[src/rtl/cas_recorder.sv]
// cas_recorder
//   Decodes the MSX cassette-output bit (1200-baud FSK on PPI C5) into bytes
//   and writes them into the tape buffer in .CAS layout: every header tone
//   becomes an 8-byte aligned marker (1F A6 DE BA CC 13 7D 74), followed by
//   the data bytes of that block.
//
// Ports
//   clk            system clock (clk_sys)
//   reset          synchronous, active-high
//   ce_5m3         ~5.369 MHz tick enable, timebase for cycle measurement
//   motor          cassette motor; decoding runs only while high
//   cas_in         MSX cassette-output level (asynchronous)
//   rewind         returns the write address to 0 and clears status
//   ram_a          buffer byte address of the current/next write
//   ram_do         buffer write data
//   ram_wr         one-clk write strobe
//   buff_mem_ready buffer can accept a write
//   rec_len        bytes written so far (same as ram_a)
//   frame_err      sticky: a bit-level decode error occurred
//   overflow       sticky: a byte was dropped because the FIFO was full

module cas_recorder #(
    parameter int SHORT_MAX = 3356,
    parameter int GAP_TICKS = 8192,
    parameter int HDR_MIN   = 1024
) (
    input  logic        clk,
    input  logic        reset,
    input  logic        ce_5m3,
    input  logic        motor,
    input  logic        cas_in,
    input  logic        rewind,
    output logic [26:0] ram_a,
    output logic [7:0]  ram_do,
    output logic        ram_wr,
    input  logic        buff_mem_ready,
    output logic [26:0] rec_len,
    output logic        frame_err,
    output logic        overflow
);

    localparam logic [13:0] SHORT_LIM = 14'(SHORT_MAX);
    localparam logic [13:0] GAP_LIM   = 14'(GAP_TICKS);
    localparam logic [15:0] HDR_LIM   = 16'(HDR_MIN);

    typedef enum logic [2:0] {D_IDLE, D_HDR, D_DATA, D_STOP, D_START} dec_state_t;
    typedef enum logic [1:0] {W_IDLE, W_PAD, W_MARK, W_DATA} wr_state_t;

    // Rewind behaves exactly like reset, every clock it is held.
    logic clear;
    assign clear = reset | rewind;

    logic cas_s1, cas_s2, cas_prev;
    logic rise;
    logic [13:0] cyc_cnt;
    logic is_short;
    logic gap;

    dec_state_t dec_state, dec_state_n;
    logic [15:0] hdr_cnt, hdr_cnt_n;
    logic [2:0]  bit_idx, bit_idx_n;
    logic        half_one, half_one_n;
    logic [7:0]  shift_reg, shift_n;
    logic [1:0]  stop_cnt, stop_cnt_n;
    logic        bit_done, bit_val;
    logic        push, hdr_req, err_set;

    logic [7:0] fifo_mem [4];
    logic [1:0] wr_ptr, rd_ptr;
    logic [2:0] fifo_cnt;
    logic       fifo_full, fifo_empty;
    logic       do_push, do_pop, pop;

    logic       hdr_pend, hdr_serve;
    wr_state_t  w_state, w_state_n;
    logic [2:0] mark_idx, mark_idx_n;
    logic       issue;
    logic [7:0] wr_byte;
    logic [7:0] mark_byte;

    // Two-flop synchronizer; the previous level used for edge detection only
    // advances on ticks so a rise is seen exactly once, on a ce_5m3 tick.
    always_ff @(posedge clk) begin
        if (clear) begin
            cas_s1   <= 1'b0;
            cas_s2   <= 1'b0;
            cas_prev <= 1'b0;
        end else begin
            cas_s1 <= cas_in;
            cas_s2 <= cas_s1;
            if (ce_5m3) begin
                cas_prev <= cas_s2;
            end
        end
    end

    assign rise = ce_5m3 & cas_s2 & ~cas_prev;

    // Cycle timer: ticks since the last rising edge, saturating at the gap
    // length so a long silence stays recognisable.
    always_ff @(posedge clk) begin
        if (clear) begin
            cyc_cnt <= '0;
        end else if (ce_5m3) begin
            if (rise) begin
                cyc_cnt <= '0;
            end else if (cyc_cnt != GAP_LIM) begin
                cyc_cnt <= cyc_cnt + 14'd1;
            end
        end
    end

    assign is_short = (cyc_cnt < SHORT_LIM);
    assign gap      = (cyc_cnt == GAP_LIM);

    // Decoder state register.
    always_ff @(posedge clk) begin
        if (clear) begin
            dec_state <= D_IDLE;
            hdr_cnt   <= '0;
            bit_idx   <= '0;
            half_one  <= 1'b0;
            shift_reg <= '0;
            stop_cnt  <= '0;
        end else begin
            dec_state <= dec_state_n;
            hdr_cnt   <= hdr_cnt_n;
            bit_idx   <= bit_idx_n;
            half_one  <= half_one_n;
            shift_reg <= shift_n;
            stop_cnt  <= stop_cnt_n;
        end
    end

    // Decoder next state. Every rising edge closes one cycle, which is then
    // classified as short (a "1" half-bit / header tone) or long (a "0" bit
    // or a start bit). A partial byte abandoned by silence or motor-off is
    // simply forgotten.
    always_comb begin
        dec_state_n = dec_state;
        hdr_cnt_n   = hdr_cnt;
        bit_idx_n   = bit_idx;
        half_one_n  = half_one;
        shift_n     = shift_reg;
        stop_cnt_n  = stop_cnt;
        bit_done    = 1'b0;
        bit_val     = 1'b0;
        push        = 1'b0;
        hdr_req     = 1'b0;
        err_set     = 1'b0;

        if (!motor) begin
            dec_state_n = D_IDLE;
            half_one_n  = 1'b0;
        end else if (rise) begin
            case (dec_state)
                D_IDLE: begin
                    dec_state_n = D_HDR;
                    hdr_cnt_n   = '0;
                end
                D_HDR: begin
                    if (is_short) begin
                        if (hdr_cnt != 16'hFFFF) begin
                            hdr_cnt_n = hdr_cnt + 16'd1;
                        end
                    end else if (hdr_cnt >= HDR_LIM) begin
                        hdr_req     = 1'b1;
                        dec_state_n = D_DATA;
                        bit_idx_n   = '0;
                        half_one_n  = 1'b0;
                    end else begin
                        hdr_cnt_n = '0;
                    end
                end
                D_DATA: begin
                    if (is_short) begin
                        if (!half_one) begin
                            half_one_n = 1'b1;
                        end else begin
                            half_one_n = 1'b0;
                            bit_done   = 1'b1;
                            bit_val    = 1'b1;
                        end
                    end else if (half_one) begin
                        err_set     = 1'b1;
                        dec_state_n = D_HDR;
                        hdr_cnt_n   = '0;
                        half_one_n  = 1'b0;
                    end else begin
                        bit_done = 1'b1;
                        bit_val  = 1'b0;
                    end
                    // LSB arrives first, so shift in from the top.
                    if (bit_done) begin
                        shift_n = {bit_val, shift_reg[7:1]};
                        if (bit_idx == 3'd7) begin
                            dec_state_n = D_STOP;
                            stop_cnt_n  = '0;
                        end else begin
                            bit_idx_n = bit_idx + 3'd1;
                        end
                    end
                end
                D_STOP: begin
                    if (is_short) begin
                        if (stop_cnt == 2'd3) begin
                            push        = 1'b1;
                            dec_state_n = D_START;
                        end else begin
                            stop_cnt_n = stop_cnt + 2'd1;
                        end
                    end else begin
                        // Broken stop bits: keep the byte, resync on this start bit.
                        err_set     = 1'b1;
                        push        = 1'b1;
                        dec_state_n = D_DATA;
                        bit_idx_n   = '0;
                        half_one_n  = 1'b0;
                    end
                end
                D_START: begin
                    if (is_short) begin
                        dec_state_n = D_HDR;
                        hdr_cnt_n   = 16'd1;
                    end else begin
                        dec_state_n = D_DATA;
                        bit_idx_n   = '0;
                        half_one_n  = 1'b0;
                    end
                end
                default: dec_state_n = D_IDLE;
            endcase
        end else if (gap) begin
            dec_state_n = D_IDLE;
            half_one_n  = 1'b0;
        end
    end

    // A push into a full FIFO still succeeds when the writer pops that clock.
    assign fifo_full  = (fifo_cnt == 3'd4);
    assign fifo_empty = (fifo_cnt == 3'd0);
    assign do_push    = push & (~fifo_full | pop);
    assign do_pop     = pop & ~fifo_empty;

    // FIFO storage needs no reset; the pointers define what is valid.
    always_ff @(posedge clk) begin
        if (do_push) begin
            fifo_mem[wr_ptr] <= shift_reg;
        end
    end

    // FIFO pointers and the sticky status flags.
    always_ff @(posedge clk) begin
        if (clear) begin
            wr_ptr    <= '0;
            rd_ptr    <= '0;
            fifo_cnt  <= '0;
            overflow  <= 1'b0;
            frame_err <= 1'b0;
        end else begin
            if (do_push) begin
                wr_ptr <= wr_ptr + 2'd1;
            end
            if (do_pop) begin
                rd_ptr <= rd_ptr + 2'd1;
            end
            fifo_cnt <= fifo_cnt + {2'b00, do_push} - {2'b00, do_pop};
            if (push && !do_push) begin
                overflow <= 1'b1;
            end
            if (err_set) begin
                frame_err <= 1'b1;
            end
        end
    end

    // Header requests are one-clk pulses; hold them until the writer starts
    // the marker. A new request in the serving clock wins.
    always_ff @(posedge clk) begin
        if (clear) begin
            hdr_pend <= 1'b0;
        end else if (hdr_req) begin
            hdr_pend <= 1'b1;
        end else if (hdr_serve) begin
            hdr_pend <= 1'b0;
        end
    end

    always_comb begin
        case (mark_idx)
            3'd0:    mark_byte = 8'h1F;
            3'd1:    mark_byte = 8'hA6;
            3'd2:    mark_byte = 8'hDE;
            3'd3:    mark_byte = 8'hBA;
            3'd4:    mark_byte = 8'hCC;
            3'd5:    mark_byte = 8'h13;
            3'd6:    mark_byte = 8'h7D;
            default: mark_byte = 8'h74;
        endcase
    end

    // Writer state register.
    always_ff @(posedge clk) begin
        if (clear) begin
            w_state  <= W_IDLE;
            mark_idx <= '0;
        end else begin
            w_state  <= w_state_n;
            mark_idx <= mark_idx_n;
        end
    end

    // Writer next state. It only acts while no strobe is on the bus: that
    // guarantees ram_a has already advanced past the previous write (so the
    // alignment test sees the true address) and spaces strobes at least two
    // clocks apart.
    always_comb begin
        w_state_n  = w_state;
        mark_idx_n = mark_idx;
        issue      = 1'b0;
        wr_byte    = 8'h00;
        pop        = 1'b0;
        hdr_serve  = 1'b0;

        if (!ram_wr) begin
            case (w_state)
                W_IDLE: begin
                    if (hdr_pend) begin
                        hdr_serve = 1'b1;
                        if (ram_a[2:0] != 3'd0) begin
                            w_state_n = W_PAD;
                        end else begin
                            w_state_n  = W_MARK;
                            mark_idx_n = '0;
                        end
                    end else if (!fifo_empty) begin
                        w_state_n = W_DATA;
                    end
                end
                W_PAD: begin
                    if (ram_a[2:0] == 3'd0) begin
                        w_state_n  = W_MARK;
                        mark_idx_n = '0;
                    end else if (buff_mem_ready) begin
                        issue   = 1'b1;
                        wr_byte = 8'h00;
                    end
                end
                W_MARK: begin
                    if (buff_mem_ready) begin
                        issue   = 1'b1;
                        wr_byte = mark_byte;
                        if (mark_idx == 3'd7) begin
                            w_state_n = W_IDLE;
                        end else begin
                            mark_idx_n = mark_idx + 3'd1;
                        end
                    end
                end
                W_DATA: begin
                    if (buff_mem_ready) begin
                        issue     = 1'b1;
                        pop       = 1'b1;
                        wr_byte   = fifo_mem[rd_ptr];
                        w_state_n = W_IDLE;
                    end
                end
                default: w_state_n = W_IDLE;
            endcase
        end
    end

    // Buffer port: strobe for one clk with data and address held, then step
    // the address on the clock after the strobe.
    always_ff @(posedge clk) begin
        if (clear) begin
            ram_wr <= 1'b0;
            ram_do <= '0;
            ram_a  <= '0;
        end else begin
            ram_wr <= issue;
            if (issue) begin
                ram_do <= wr_byte;
            end
            if (ram_wr) begin
                ram_a <= ram_a + 27'd1;
            end
        end
    end

    assign rec_len = ram_a;

endmodule

[config.mk]
export PLATFORM = sky130hd
export DESIGN_NAME = cas_recorder
export DESIGN_NICKNAME = d
export VERILOG_FILES = /design/src/rtl/cas_recorder.sv
export SDC_FILE = /design/constraint.sdc
export NUM_CORES = 1
export LEC_CHECK = 0
export BUFFER_PORTS_ARGS = -buffer_cell sky130_fd_sc_hd__buf_2
export CAP_MARGIN = 30
export CELL_PAD_IN_SITES_DETAIL_PLACEMENT = 2
export CELL_PAD_IN_SITES_GLOBAL_PLACEMENT = 2
export CORE_ASPECT_RATIO = 0.5
export CORE_MARGIN = 8
export CORE_UTILIZATION = 38
export CTS_BUF_LIST = sky130_fd_sc_hd__clkbuf_4
export DETAILED_ROUTE_END_ITERATION = 8
export PLACE_DENSITY_LB_ADDON = 0.1
export SYNTH_ARGS = -nofsm -noshare
export SYNTH_HDL_FRONTEND = slang
export SYNTH_SLANG_ARGS = --single-unit
[constraint.sdc]
create_clock -name clk -period 5.2 [get_ports clk]
set_clock_uncertainty 0.2 [all_clocks]
set_input_delay 1.04 -clock clk [delete_from_list [all_inputs] [get_ports clk]]
set_output_delay 1.04 -clock clk [all_outputs]
set_load 0.1 [all_outputs]
Word level (Yosys, flattened, before mapping)
Memory sizes are Yosys's and may differ from the RTL's. A register that Yosys moved wholly into a read port is not among the register bits.
Cells that the tools add are included.
{ "word_totals": {"ff_bits": 101, "latch_bits": 0, "ram_bits": 32, "rom_bits": 0, "input_bits": 7, "word_cells": 213, "n_memories": 1} }
{ "classes": {"n_addsub": 10, "n_mul": 0, "div": 0, "order_cmp": 2, "n_eq_ne": 46, "shifts": 0, "n_mux": 95, "bitwise": 11, "reduce_logical": 27} }
{ "memory_table": {"columns": ["name", "depth", "width", "rd", "rd_clocked_by_memory_dff", "wr", "line", "rtl"], "rows": [
  ["fifo_mem", 4, 8, 1, 1, 1, "68", "logic [7:0] fifo_mem [4];"]
]} }
{ "ops": {"columns": ["cell", "n"], "rows": [
  ["$mux 16", 6],
  ["$pmux 16 s4", 1],
  ["$mux 3", 20],
  ["$pmux 8 s7", 1],
  ["$mux 1", 39],
  ["$ne 2x2->1 const B", 18],
  ["$mux 14", 2],
  ["$mux 2", 14],
  ["$add 27x1->27 const B", 1],
  ["$mux 8", 3],
  ["$eq 3x3->1 const B", 7],
  ["$ne 3x3->1 const B", 6],
  ["$pmux 3 s3", 2],
  ["$add 16x1->16 const B", 1],
  ["$ge 16x11->1 const B", 1],
  ["$ne 16x16->1 const B", 1],
  ["$pmux 8 s2", 1],
  ["$reduce_and 8->1", 2],
  ["$pmux 3 s5", 1],
  ["$add 14x1->14 const B", 1],
  ["$eq 14x14->1 const B", 1],
  ["$lt 14x12->1 const B", 1],
  ["$ne 14x14->1 const B", 1],
  ["$reduce_and 7->1", 2],
  ["29 further kinds", 58]
]} }

Depth between registers and ports, before layout
Gate-level depths: netlist of the first run.
{ "depth": {"depth_word": 9, "ltp_mapped": 14, "ltp_nobuf": 13} }

Worst setup path before layout of the first run
Ideal clock, no wire load.
{ "synth_path": {"kind": "input -> register", "startpoint": "in ce_5m3", "endpoint": "reg fifo_cnt[2]", "t_arrival_ns": 3.654, "required_ns": 4.872, "setup_slack_ns": 1.218, "stages": 13, "n_path_buf": 0, "path_cell_list": "nand2_1 -> nor2_1 -> nand2_1 -> nor4_1 -> inv_1 -> ha_1 -> inv_1 -> ha_1 -> inv_1 -> fa_1 -> xnor2_1 -> xnor2_1 -> nor2_1"} }
{ "synth_via": {"elab_chain_cells": 7} }
{ "synth_lines": {"columns": ["element", "line", "rtl"], "rows": [
  ["start: declaration", "29", "input logic ce_5m3,"],
  ["$and 1x1->1 (2 in series)", "97", "assign rise = ce_5m3 & cas_s2 & ~cas_prev;"],
  ["$mux 1", "155", "end else if (rise) begin"],
  ["$mux 1", "152", "if (!motor) begin"],
  ["$and 1x1->1", "242", "assign do_push = push & (~fifo_full | pop);"],
  ["$add 3x1->3", "267", "fifo_cnt <= fifo_cnt + {2'b00, do_push} - {2'b00, do_pop};"],
  ["$sub 3x1->3", "267", null],
  ["end signal: assignment", "267", null],
  ["end: declaration", "70", "logic [2:0] fifo_cnt;"]
]} }
Every way passes these cells.
A chain may end at the register's enable or synchronous reset.

Worst setup path after layout of the first run
{ "layout_path": {"startpoint": "in buff_mem_ready", "endpoint": "reg fifo_cnt[2]"} }
{ "layout_via": {"elab_chain_cells": 7, "elab_cells_between_ends": 8} }
{ "layout_lines": {"columns": ["element", "line", "rtl"], "rows": [
  ["start: declaration", "36", "input logic buff_mem_ready,"],
  ["$mux 1 (*)", "361", "if (buff_mem_ready) begin"],
  ["$mux 1 (*)", "326", "case (w_state)"],
  ["$mux 1 (*)", "325", "if (!ram_wr) begin"],
  ["$or 1x1->1", "242", null],
  ["$and 1x1->1", "242", null],
  ["$add 3x1->3", "267", null],
  ["$sub 3x1->3 (*)", "267", null]
]} }
Mark *: on every way between the ends. The rest lies on a longest branch, timed or not.

==> qor.yml, run 1 <==
logic_synthesis:
  avgSynthCellArea_um2: 9.380
  synth_top_area_share: 0.3149
  synth_edf_count: 32
  ys_seq_area_frac: 0.4617
  async_reset_ff_frac: 0
  synthTopCellsByArea: "dfxtp_1 31%, edfxtp_1 15%, nor2_1 6.1%"
  synthDistinctLibCells: 57
  synth_top_flop_cell: "dfxtp_1"
  syn_area_mm2: 0.006548
  yosys.area.top_type: "dfxtp_1"
  synthesis.instances: 698
  ys_warn_count: 0
  synth_seq_cells: 135
  synth_nets: 730
critical_path:
  startpoint_type: "input port"
  endpoint_kind: "flop"
  rr_worst_depth: 13
  reg2reg_to: "fifo_cnt[2]$_SDFF_PP0_"
  cp.required_ps: 5400
  worstReg2RegStart: "w_state[1]$_SDFFE_PP0P_"
  ff2ff_setup_slack_ps: 1540
  arrival_ps: 3920
  critical_path_class: "input port to flop"
  cp_max_fo: 10
sta:
  setup_violations: 0
  fin_tns_setup_ps: 0
  fmax_mhz: 268.8
  worst_pin_slew_ps: 865.0
  rsz0062_at_grt: "no"
  drv_slew: 0
  min_period_ps: 3720
  hold_viol_final: 0
  fin_crit_sh: 0.7154
  slew_headroom: 0.4160
place:
  routabilityCongestion: 0.8356
  hpwl_um: 14640
  portBuffers: 71
routing:
  vias_per_cell: 5.435
  drtIter0Drc: 237
  vias: 5381
  first_pass_iters: 4
  wl_per_cell_um: 20.20
  antenna_left: 0
  drc: 0
  wirelength_um: 20000
power:
  p_seq_frac: 0.567
  p_int_uw: 1428
  power_switching_uw: 458.9
  combPwrFrac: 0.016
  total_power_uw: 1886
  swShare: 0.2433
  clockPowerShare: 0.417
  leakagePower_uw: 0.002818
  ir_drop_mv: 0.1170
  power_density_mw_per_mm2: 260.0
floorplan:
  core_area_mm2: 0.01710
  fp.dieW_um: 201.6
  ios: 72
  fp.dieH_um: 108.8
  rows: 34
  die-area_mm2: 0.02194
  start_util: 0.3829
cells_and_area:
  layout_common_cells: "107 x nor2_1, 103 x dfxtp_1, 71 x buf_2, 52 x nand2_1, 42 x a21oi_1"
  nNetsFinal: 774
  fill_cells: 1892
  area_delta_synth_final_pct: 10.82
  largestRegisters: "fifo_mem: 32 flops, ram_a: 27 flops, hdr_cnt: 16 flops"
  regMostFlops: "fifo_mem"
  drive_gt1_frac: 0.1735
  final-seq-area_mm2: 0.003023
  fin_util: 0.4243
  final_common_cell: "nor2_1"
  multi_input_area_mm2: 0.003118
  largest_reg_flops: 32
clock_network:
  cts_tree: "yes"
  postCtsSetupBuffers: 0
  cts_sinks: 135
  ctsHoldBuffers: 0
  worstSkewPairLatency_ps: 560
  cts_buffers: 17
  ctsResizeCount: 0
  clk_path_buf_depth: 2
  h-tree-depth: 4
  cts_root_buf: "clkbuf_4"
  clk_transition_reported_paths_ps: 120
outcome:
  outcome: "finished clean"
global_routing:
  grt_pass1_vias: 5685
  grt_pass1_wl_um: 31880
  antenna_found_initial: 1
  grt_use_total: 0.1848
  grt.overflow.total: 0
  grt_max_degree: 69
worst_hold_path:
  hp-class: "flop to flop"
  worstHoldStart: "cas_s1$_SDFF_PP0_"
  min_to: "cas_s2$_SDFF_PP0_"
  min_path_cells: 1
flow_run:
  maxCapViolCount: 0
==> worst max path at each step <==
stage / cells past startpoint / from / endpoint
2_1_floorplan: 13 / ce_5m3 / fifo_cnt[2]$_SDFF_PP0_
3_3_place_gp: 15 / buff_mem_ready / fifo_cnt[2]$_SDFF_PP0_
3_5_place_dp: 15 / buff_mem_ready / fifo_cnt[2]$_SDFF_PP0_
4_1_cts: 15 / buff_mem_ready / fifo_cnt[2]$_SDFF_PP0_
5_1_grt: 13 / w_state[1]$_SDFFE_PP0P_ / fifo_cnt[2]$_SDFF_PP0_
6_report: 15 / buff_mem_ready / fifo_cnt[2]$_SDFF_PP0_
==> synth_stat cells (6+ instances only) <==
cell type and n:
inv_1 27, a22oi_1 8, nand4_1 18, ha_1 24, nor2_1 107, dfxtp_1 103, buf_4 27, and3_1 7
nor3_1 14, a21oi_1 42, xor2_1 22, nand3_1 21, and2_1 10, or3_1 16, clkbuf_1 17, edfxtp_1 32
a31oi_1 6, mux4_2 8, nand2_1 52, o21ai_0 28, xnor2_1 18, mux2i_1 14, o31ai_1 8
==> metal layers <==
layer | vias to the layer above | global-route usage | part of all wire
li1 | 2521 | - | -
met1 | 2758 | 0.2647 | 0.52
met2 | 88 | 0.2759 | 0.43
met3 | 14 | 0.04626 | 0.040
met4 | 0 | 0.04666 | 0.0087
met5 | - | 0 | 0
==> critical path, stage by stage <==
cell and delay, ps:
buf_2 90, inv_1 80, nor3b_4 510, a2111oi_0 250
nor4_1 320, buf_4 210, inv_1 70, ha_1 310
inv_1 70, ha_1 140, inv_1 50, fa_1 390
xnor2_1 180, xnor2_1 140, nor2_1 70
==> cell type report <==
class | count | share of cell area
diodes | 1 | 0.0003449
clock buffers | 19 | 0.01966
clock inverters | 13 | 0.02362
inverters | 28 | 0.01449
multi-input cells | 483 | 0.4297
flip-flops and latches | 135 | 0.4166
well taps | 234 | 0.04035
repair buffers | 77 | 0.05518
==> power by group through the flow <==
stage / Combinational [uW] / Clock (uW) / Sequential [uW]
3_5_place_dp: 29.5 / 0 / 1090
4_1_cts: 29.9 / 810 / 1070
6_report: 29.7 / 787 / 1070
2_1_floorplan: 16.8 / 0 / 1090
3_3_place_gp: 27.0 / 0 / 1090
5_1_grt: 32.6 / 860 / 1070
==> stage by stage <==
stage | setup WS [ps] | hold WS [ps] | area, um2 | cells
3_3_place_gp | 1165 | 222.0 | 6924 | 955
3_5_place_dp | 940.7 | 229.2 | 6939 | 957
5_1_grt | 1272 | 281.5 | 7256 | 990
6_report | 1480 | 247.2 | 7256 | 990
2_1_floorplan | 1218 | 205.7 | 6548 | 698
4_1_cts | 1499 | 250.4 | 7253 | 989
==> logic make-up (layout without fill, tap and decap cells) <==
family,Yosys count,after routing,share of synthesized area
other,0,1,0
flip-flops,135,135,0.4617
AO/OA/AOI/OAI,117,117,0.1114
buffers and inverters,80,137,0.06210
AND/OR/NAND/NOR,277,277,0.2100
adder cells (fa/ha/maj),25,25,0.04892
XOR/XNOR,40,40,0.05351
multiplexers,24,24,0.05236
Power figures use the tool's default switching activity.
==> run 2, diff against run 1 <==
CORE_UTILIZATION = 34   (was 38)
clock period = 3.25 ns   (was 5.2 ns; I/O delays follow)
==> qor.yml, run 2 (synthesis gave the netlist of run 1 again) <==
sta:
  fin_crit_sh: 0.9242
  min_period_ps: 3004
  worst_pin_slew_ps: 662.1  # was 865.0 ps
  fin_tns_setup_ps: 0  # unchanged
  rsz0062_at_grt: "no"  # unchanged
  hold_viol_final: 0  # unchanged
  setup_violations: 0  # unchanged
  slew_headroom: 0.5528  # was 0.4160
  drv_slew: 0  # unchanged
  layout_setup_ws_ps: 246.4  # was 1480 ps
  holdWs_ps: 172.8  # was 247.2 ps
  fmax_mhz: 332.9
power:
  ir_drop_mv: 0.1648  # was 0.1170 mV
  leakagePower_uw: 0.002865  # was 0.002818 uW
  power_density_mw_per_mm2: 379.2  # was 260.0 mW/mm2
  total_power_uw: 2802  # was 1886 uW
routing:
  wl_per_cell_um: 16.72  # was 20.20 um
  vias_per_cell: 4.981  # was 5.435
  drtIter0Drc: 142  # was 237
  drc: 0  # unchanged
  wirelength_um: 17350  # was 20000 um
  vias: 5170  # was 5381
  antenna_left: 0  # unchanged
  first_pass_iters: 4  # unchanged
floorplan:
  fp.dieW_um: 212.3  # was 201.6 um
  ios: 72  # unchanged
  core_area_mm2: 0.01919  # was 0.01710 mm2
  rows: 36  # was 34
  die-area_mm2: 0.02422  # was 0.02194 mm2
  start_util: 0.3412  # was 0.3829
  fp.dieH_um: 114.1  # was 108.8 um
clock_network:
  h-tree-depth: 4  # unchanged
  cts_buffers: 17  # unchanged
  cts_sinks: 135  # unchanged
  clk_transition_reported_paths_ps: 130  # was 120 ps
  cts_tree: "yes"  # unchanged
  worstSkewPairLatency_ps: 580  # was 560 ps
  cts_root_buf: "clkbuf_4"  # unchanged
  clk_path_buf_depth: 2  # unchanged
critical_path:
  crit_top_cell: "inv_1"  # unchanged
  ff2ff_setup_slack_ps: 250  # was 1540 ps
  rr_worst_depth: 14  # was 13
  reg2reg_to: "fifo_cnt[2]$_SDFF_PP0_"  # unchanged
  startpoint_type: "flop"  # was input port
  endpoint_kind: "flop"  # unchanged
  cp.required_ps: 3510  # was 5400 ps
  critical_path_class: "flop to flop"  # was input port to flop
  cp_max_fo: 5  # was 10
  slowest_delay_ps: 410  # was 510 ps
  cp_num_buf_inv: 4  # was 6
  crit_start: "cyc_cnt[11]$_SDFFE_PP0P_"  # was buff_mem_ready
  worstReg2RegStart: "cyc_cnt[11]$_SDFFE_PP0P_"  # was w_state[1]$_SDFFE_PP0P_
  path_cells: "o211ai_1 -> a21oi_4 -> nor3_1 -> buf_4 -> nor4_4 -> inv_1 -> ha_1 -> inv_1 -> ha_1 -> inv_1 -> fa_1 -> xnor2_1 -> xnor2_1 -> nor2_1"  # was buf_2 -> inv_1 -> nor3b_4 -> a2111oi_0 -> nor4_1 -> buf_4 -> inv_1 -> ha_1 -> inv_1 -> ha_1 -> inv_1 -> fa_1 -> xnor2_1 -> xnor2_1 -> nor2_1
  crit_family: "adder cells"  # was simple AND/OR/NAND/NOR gates
  critPathSlowestCell: "dfxtp_1"  # was nor3b_4
  arrival_ps: 3260  # was 3920 ps
cells_and_area:
  layout_common_cells: "107 x nor2_1, 96 x dfxtp_1, 71 x buf_2, 51 x nand2_1, 42 x a21oi_1"  # was 107 x nor2_1, 103 x dfxtp_1, 71 x buf_2, 52 x nand2_1, 42 x a21oi_1
  largestRegisters: "fifo_mem: 32 flops, ram_a: 27 flops, hdr_cnt: 16 flops"  # unchanged
  final_common_cell: "nor2_1"  # unchanged
  nNetsFinal: 791  # was 774
  final_cell_area_mm2: 0.007388  # was 0.007256 mm2
  largest_reg_flops: 32  # unchanged
  drive_gt1_frac: 0.2021  # was 0.1735
  regMostFlops: "fifo_mem"  # unchanged
  area_delta_synth_final_pct: 12.84  # was 10.82%
  antennaDiodeCount: 0  # was 1
  fill_cells: 2132  # was 1892
  multi_input_area_mm2: 0.003142  # was 0.003118 mm2
  final-seq-area_mm2: 0.003032  # was 0.003023 mm2
worst_hold_path:
  hp-class: "input port to flop"  # was flop to flop
  min_path_cells: 3  # was 1
  worstHoldStart: "ce_5m3"  # was cas_s1$_SDFF_PP0_
  min_to: "cas_prev$_SDFFE_PP0P_"  # was cas_s2$_SDFF_PP0_
global_routing:
  grt_pass1_wl_um: 28900  # was 31880 um
  grt_max_degree: 40  # was 69
  grt_use_total: 0.1499  # was 0.1848
  antenna_found_initial: 0  # was 1
  grt_pass1_vias: 5553  # was 5685
  grt.overflow.total: 0  # unchanged
place:
  routabilityCongestion: 0.7798  # was 0.8356
  portBuffers: 71  # unchanged
  place_ws_ps: 20.11  # was 940.7 ps
  hpwl_um: 12980  # was 14640 um
  dpl_cell_area_mm2: 0.007124  # was 0.006939 mm2
flow_run:
  maxCapViolCount: 0  # unchanged
outcome:
  outcome: "finished clean"  # unchanged
[run 2: cell types whose count changed in the layout (fill, tap and decap cells not counted), sizes merged]
| cell | previous run | this run |
|---|---|---|
| buf | 77 | 93 |
| bufinv | 3 | 0 |
| clkinvlp | 2 | 5 |
| clkbuf | 19 | 17 |
| inv | 32 | 34 |
| diode | 1 | 0 |
| dlygate4sd3 | 0 | 1 |
[run 2: layout make-up]
| type | count | area share |
|---|---|---|
| multi-input cells | 483 | 0.4252 |
| flip-flops and latches | 135 | 0.4103 |
| repair buffers | 94 | 0.07180 |
| well taps | 266 | 0.04505 |
| clock buffers | 17 | 0.01727 |
| clock inverters | 15 | 0.01609 |
| inverters | 28 | 0.01423 |
[run 2: what timing repair did]
item                                    CTS  global route
hold buffers                              1             0
setup buffers                             0             0
gates resized for setup                   0             6
endpoints found under the setup margin    0             1
endpoints found under the hold margin     1             0
[run 2: worst max path at each step]
stage | to | slack (ps) | cells past startpoint
after floorplan | fifo_cnt[2]$_SDFF_PP0_ | 50 | 13
after global placement | fifo_cnt[2]$_SDFF_PP0_ | 100 | 15
after detailed placement | fifo_cnt[2]$_SDFF_PP0_ | 20 | 15
after CTS | fifo_cnt[2]$_SDFF_PP0_ | 120 | 14
after global routing | fifo_cnt[2]$_SDFF_PP0_ | 20 | 14
final | fifo_cnt[2]$_SDFF_PP0_ | 250 | 14
[run 2: layer usage]
metal / part of all wire / global-route usage / up-vias
li1: - / - / 2560
met1: 0.47 / 0.1852 / 2534
met2: 0.47 / 0.2517 / 58
met3: 0.043 / 0.04317 / 18
met4: 0.012 / 0.04575 / 0
met5: 0 / 0 / -
[run 2: through the flow]
stage	instances	util
6_report	1038	0.3850
5_1_grt	1038	0.3850
4_1_cts	1038	0.3847
3_5_place_dp	1005	0.3713
3_3_place_gp	1005	0.3713
2_1_floorplan	698	-
[run 2: tightest hold or removal path: stages]
cell and delay (ps):
buf_2 110, nand2_1 100, a21oi_1 60
[run 2: power by group]
group / internal [uW] / total (uW) / switching [uW]
registers: 1710 / 1710 / 1.25
logic: 14.0 / 48.7 / 34.7
clock network: 314 / 1040 / 727
total: 2040 / 2800 / 763
==> run 3, diff against run 2 <==
ABC_CLOCK_PERIOD_IN_PS = 3250   (was default)
CELL_PAD_IN_SITES_DETAIL_PLACEMENT = 0   (was 2)
CELL_PAD_IN_SITES_GLOBAL_PLACEMENT = 1   (was 2)
CORE_UTILIZATION = 42   (was 34)
SETUP_SLACK_MARGIN = 0.2   (was default)
==> qor.yml, run 3 (synthesis gave the netlist of run 1 again) <==
critical_path:
  startpoint_type: "flop"  # unchanged
  ff2ff_setup_slack_ps: 480  # was 250 ps
  critPathSlowestCell: "dfxtp_4"  # was dfxtp_1
  arrival_ps: 3010  # was 3260 ps
  worstReg2RegStart: "cyc_cnt[9]$_SDFFE_PP0P_"  # was cyc_cnt[11]$_SDFFE_PP0P_
  path_cells: "o211ai_1 -> a21oi_4 -> nor3_2 -> buf_4 -> nor4_4 -> inv_1 -> ha_1 -> inv_1 -> ha_1 -> inv_1 -> fa_2 -> xnor2_2 -> xnor2_1 -> nor2_1"  # was o211ai_1 -> a21oi_4 -> nor3_1 -> buf_4 -> nor4_4 -> inv_1 -> ha_1 -> inv_1 -> ha_1 -> inv_1 -> fa_1 -> xnor2_1 -> xnor2_1 -> nor2_1
  endpoint_kind: "flop"  # unchanged
  crit_top_cell: "inv_1"  # unchanged
  critical_path_class: "flop to flop"  # unchanged
  cp_max_fo: 5  # unchanged
  cp.required_ps: 3490  # was 3510 ps
  rr_worst_depth: 14  # unchanged
  slowest_delay_ps: 410  # about the same
  reg2reg_to: "fifo_cnt[2]$_SDFF_PP0_"  # unchanged
clock_network:
  worstSkewPairLatency_ps: 550  # was 580 ps
  ctsHoldBuffers: 0  # was 1
  cts_root_buf: "clkbuf_4"  # unchanged
  clk_transition_reported_paths_ps: 140  # was 130 ps
  h-tree-depth: 4  # unchanged
  cts_tree: "yes"  # unchanged
  cts_buffers: 17  # unchanged
  cts_sinks: 135  # unchanged
  clk_path_buf_depth: 2  # unchanged
routing:
  vias: 4983  # was 5170
  antenna_left: 0  # unchanged
  vias_per_cell: 5.106  # was 4.981
  wirelength_um: 14100  # was 17350 um
  wl_per_cell_um: 14.45  # was 16.72 um
  drc: 0  # unchanged
  first_pass_iters: 4  # unchanged
  drtIter0Drc: 250  # was 142
place:
  place_ws_ps: 176.1  # was 20.11 ps
  portBuffers: 71  # unchanged
  routabilityCongestion: 0.8080  # was 0.7798
  hpwl_um: 10160  # was 12980 um
sta:
  worst_pin_slew_ps: 635.8  # was 662.1 ps
  fin_tns_setup_ps: 0  # unchanged
  min_period_ps: 2766  # was 3004 ps
  fin_crit_sh: 0.8510  # was 0.9242
  drv_slew: 0  # unchanged
  layout_setup_ws_ps: 484.1  # was 246.4 ps
  setup_violations: 0  # unchanged
  fmax_mhz: 361.5  # was 332.9 MHz
  rsz0062_at_grt: "no"  # unchanged
  slew_headroom: 0.5762  # was 0.5528
  hold_viol_final: 0  # unchanged
power:
  combPwrFrac: 0.015  # was 0.017
  power_density_mw_per_mm2: 397.3  # was 379.2 mW/mm2
  power_switching_uw: 791.2  # was 763.0 uW
  leakagePower_uw: 0.002907  # was 0.002865 uW
  ir_drop_mv: 0.2222  # was 0.1648 mV
  p_seq_frac: 0.581  # was 0.611
  swShare: 0.2689  # was 0.2723
  clockPowerShare: 0.404  # was 0.372
  p_int_uw: 2152  # was 2039 uW
floorplan:
  ios: 72  # unchanged
  die-area_mm2: 0.02008  # was 0.02422 mm2
  core_area_mm2: 0.01533  # was 0.01919 mm2
  fp.dieH_um: 104.3  # was 114.1 um
  start_util: 0.4270  # was 0.3412
  fp.dieW_um: 192.6  # was 212.3 um
  rows: 32  # was 36
global_routing:
  grt_max_degree: 30  # was 40
  antenna_found_initial: 1  # was 0
  grt_use_total: 0.1417  # was 0.1499
  grt_pass1_vias: 4800  # was 5553
  grt.overflow.total: 0  # unchanged
  grt_pass1_wl_um: 23400  # was 28900 um
cells_and_area:
  nNetsFinal: 790  # was 791
  layout_common_cells: "106 x nor2_1, 94 x dfxtp_1, 71 x buf_2, 51 x nand2_1, 42 x a21oi_1"  # was 107 x nor2_1, 96 x dfxtp_1, 71 x buf_2, 51 x nand2_1, 42 x a21oi_1
  fill_cells: 1510  # was 2132
  largest_reg_flops: 32  # unchanged
  area_delta_synth_final_pct: 13.15  # was 12.84%
  drive_gt1_frac: 0.2127  # was 0.2021
  regMostFlops: "fifo_mem"  # unchanged
  largestRegisters: "fifo_mem: 32 flops, ram_a: 27 flops, hdr_cnt: 16 flops"  # unchanged
  final_common_cell: "nor2_1"  # unchanged
worst_hold_path:
  min_to: "cas_s1$_SDFF_PP0_"  # was cas_prev$_SDFFE_PP0P_
  hp-class: "input port to flop"  # unchanged
  min_path_cells: 2  # was 3
  worstHoldStart: "cas_in"  # was ce_5m3
outcome:
  outcome: "finished clean"  # unchanged
flow_run:
  maxCapViolCount: 0  # unchanged
==> run 3: through the flow <==
step / area [um2] / util / hold WS (ps) / total power, uW / cells
2_1_floorplan: 6605 / - / 205.7 / 1775 / 698
3_3_place_gp: 7057 / 0.4602 / 210.5 / 1795 / 940
3_5_place_dp: 7057 / 0.4602 / 215.6 / 1794 / 940
4_1_cts: 7363 / 0.4802 / 60.70 / 3002 / 972
5_1_grt: 7408 / 0.4831 / 57.76 / 3073 / 976
6_report: 7408 / 0.4831 / 110.0 / 2943 / 976
==> run 3: how the worst max path moves through the flow <==
stage                             from                     end  slack, ps
3_3_place_gp            buff_mem_ready  fifo_cnt[2]$_SDFF_PP0_        210
6_report       cyc_cnt[9]$_SDFFE_PP0P_  fifo_cnt[2]$_SDFF_PP0_        480
3_5_place_dp            buff_mem_ready  fifo_cnt[2]$_SDFF_PP0_        180
5_1_grt        cyc_cnt[9]$_SDFFE_PP0P_  fifo_cnt[2]$_SDFF_PP0_        250
4_1_cts        cyc_cnt[9]$_SDFFE_PP0P_  fifo_cnt[2]$_SDFF_PP0_        250
2_1_floorplan           buff_mem_ready  fifo_cnt[2]$_SDFF_PP0_        210
==> run 3: area by class of cell <==
class                   instances  area [um2]  area share
clock inverters                15       178.9     0.02415
repair buffers                 93       520.5     0.07026
diodes                          1       2.502   0.0003378
multi-input cells             483        3177      0.4288
flip-flops and latches        135        3042      0.4106
clock buffers                  17       127.6     0.01723
well taps                     204       255.2     0.03445
inverters                      28       105.1     0.01419
==> run 3: power groups by stage <==
stage | logic (uW) | registers, uW | clock network, uW
after floorplan | 27.2 | 1750 | 0
after global placement | 46.6 | 1750 | 0
after detailed placement | 46.4 | 1750 | 0
after CTS | 46.5 | 1710 | 1240
after global routing | 51.1 | 1710 | 1310
final | 45.2 | 1710 | 1190
==> run 3: per-layer routing <==
layer	vias to the layer above	share of wire	wire (um)	GRT usage
met3	6	0.048	671	0.03748
li1	2565	-	-	-
met5	-	0	0	0
met1	2339	0.50	7049	0.1838
met4	0	0.0045	63	0.03905
met2	73	0.45	6315	0.2288
==> run 3: critical path: cells and delay by family, from the launching register on <==
family | cells | cell delay [ps]
xor+xnor | 2 | 300
fa+ha+maj | 3 | 770
flops | 1 | 410
buf+inv | 4 | 350
simple gates | 3 | 340
compound gates | 2 | 310
==> run 3: what timing repair did <==
action                     in CTS  in global routing
setup buffers                   0                  3
gates resized for setup         0                 11
setup endpoints to repair       0                  1
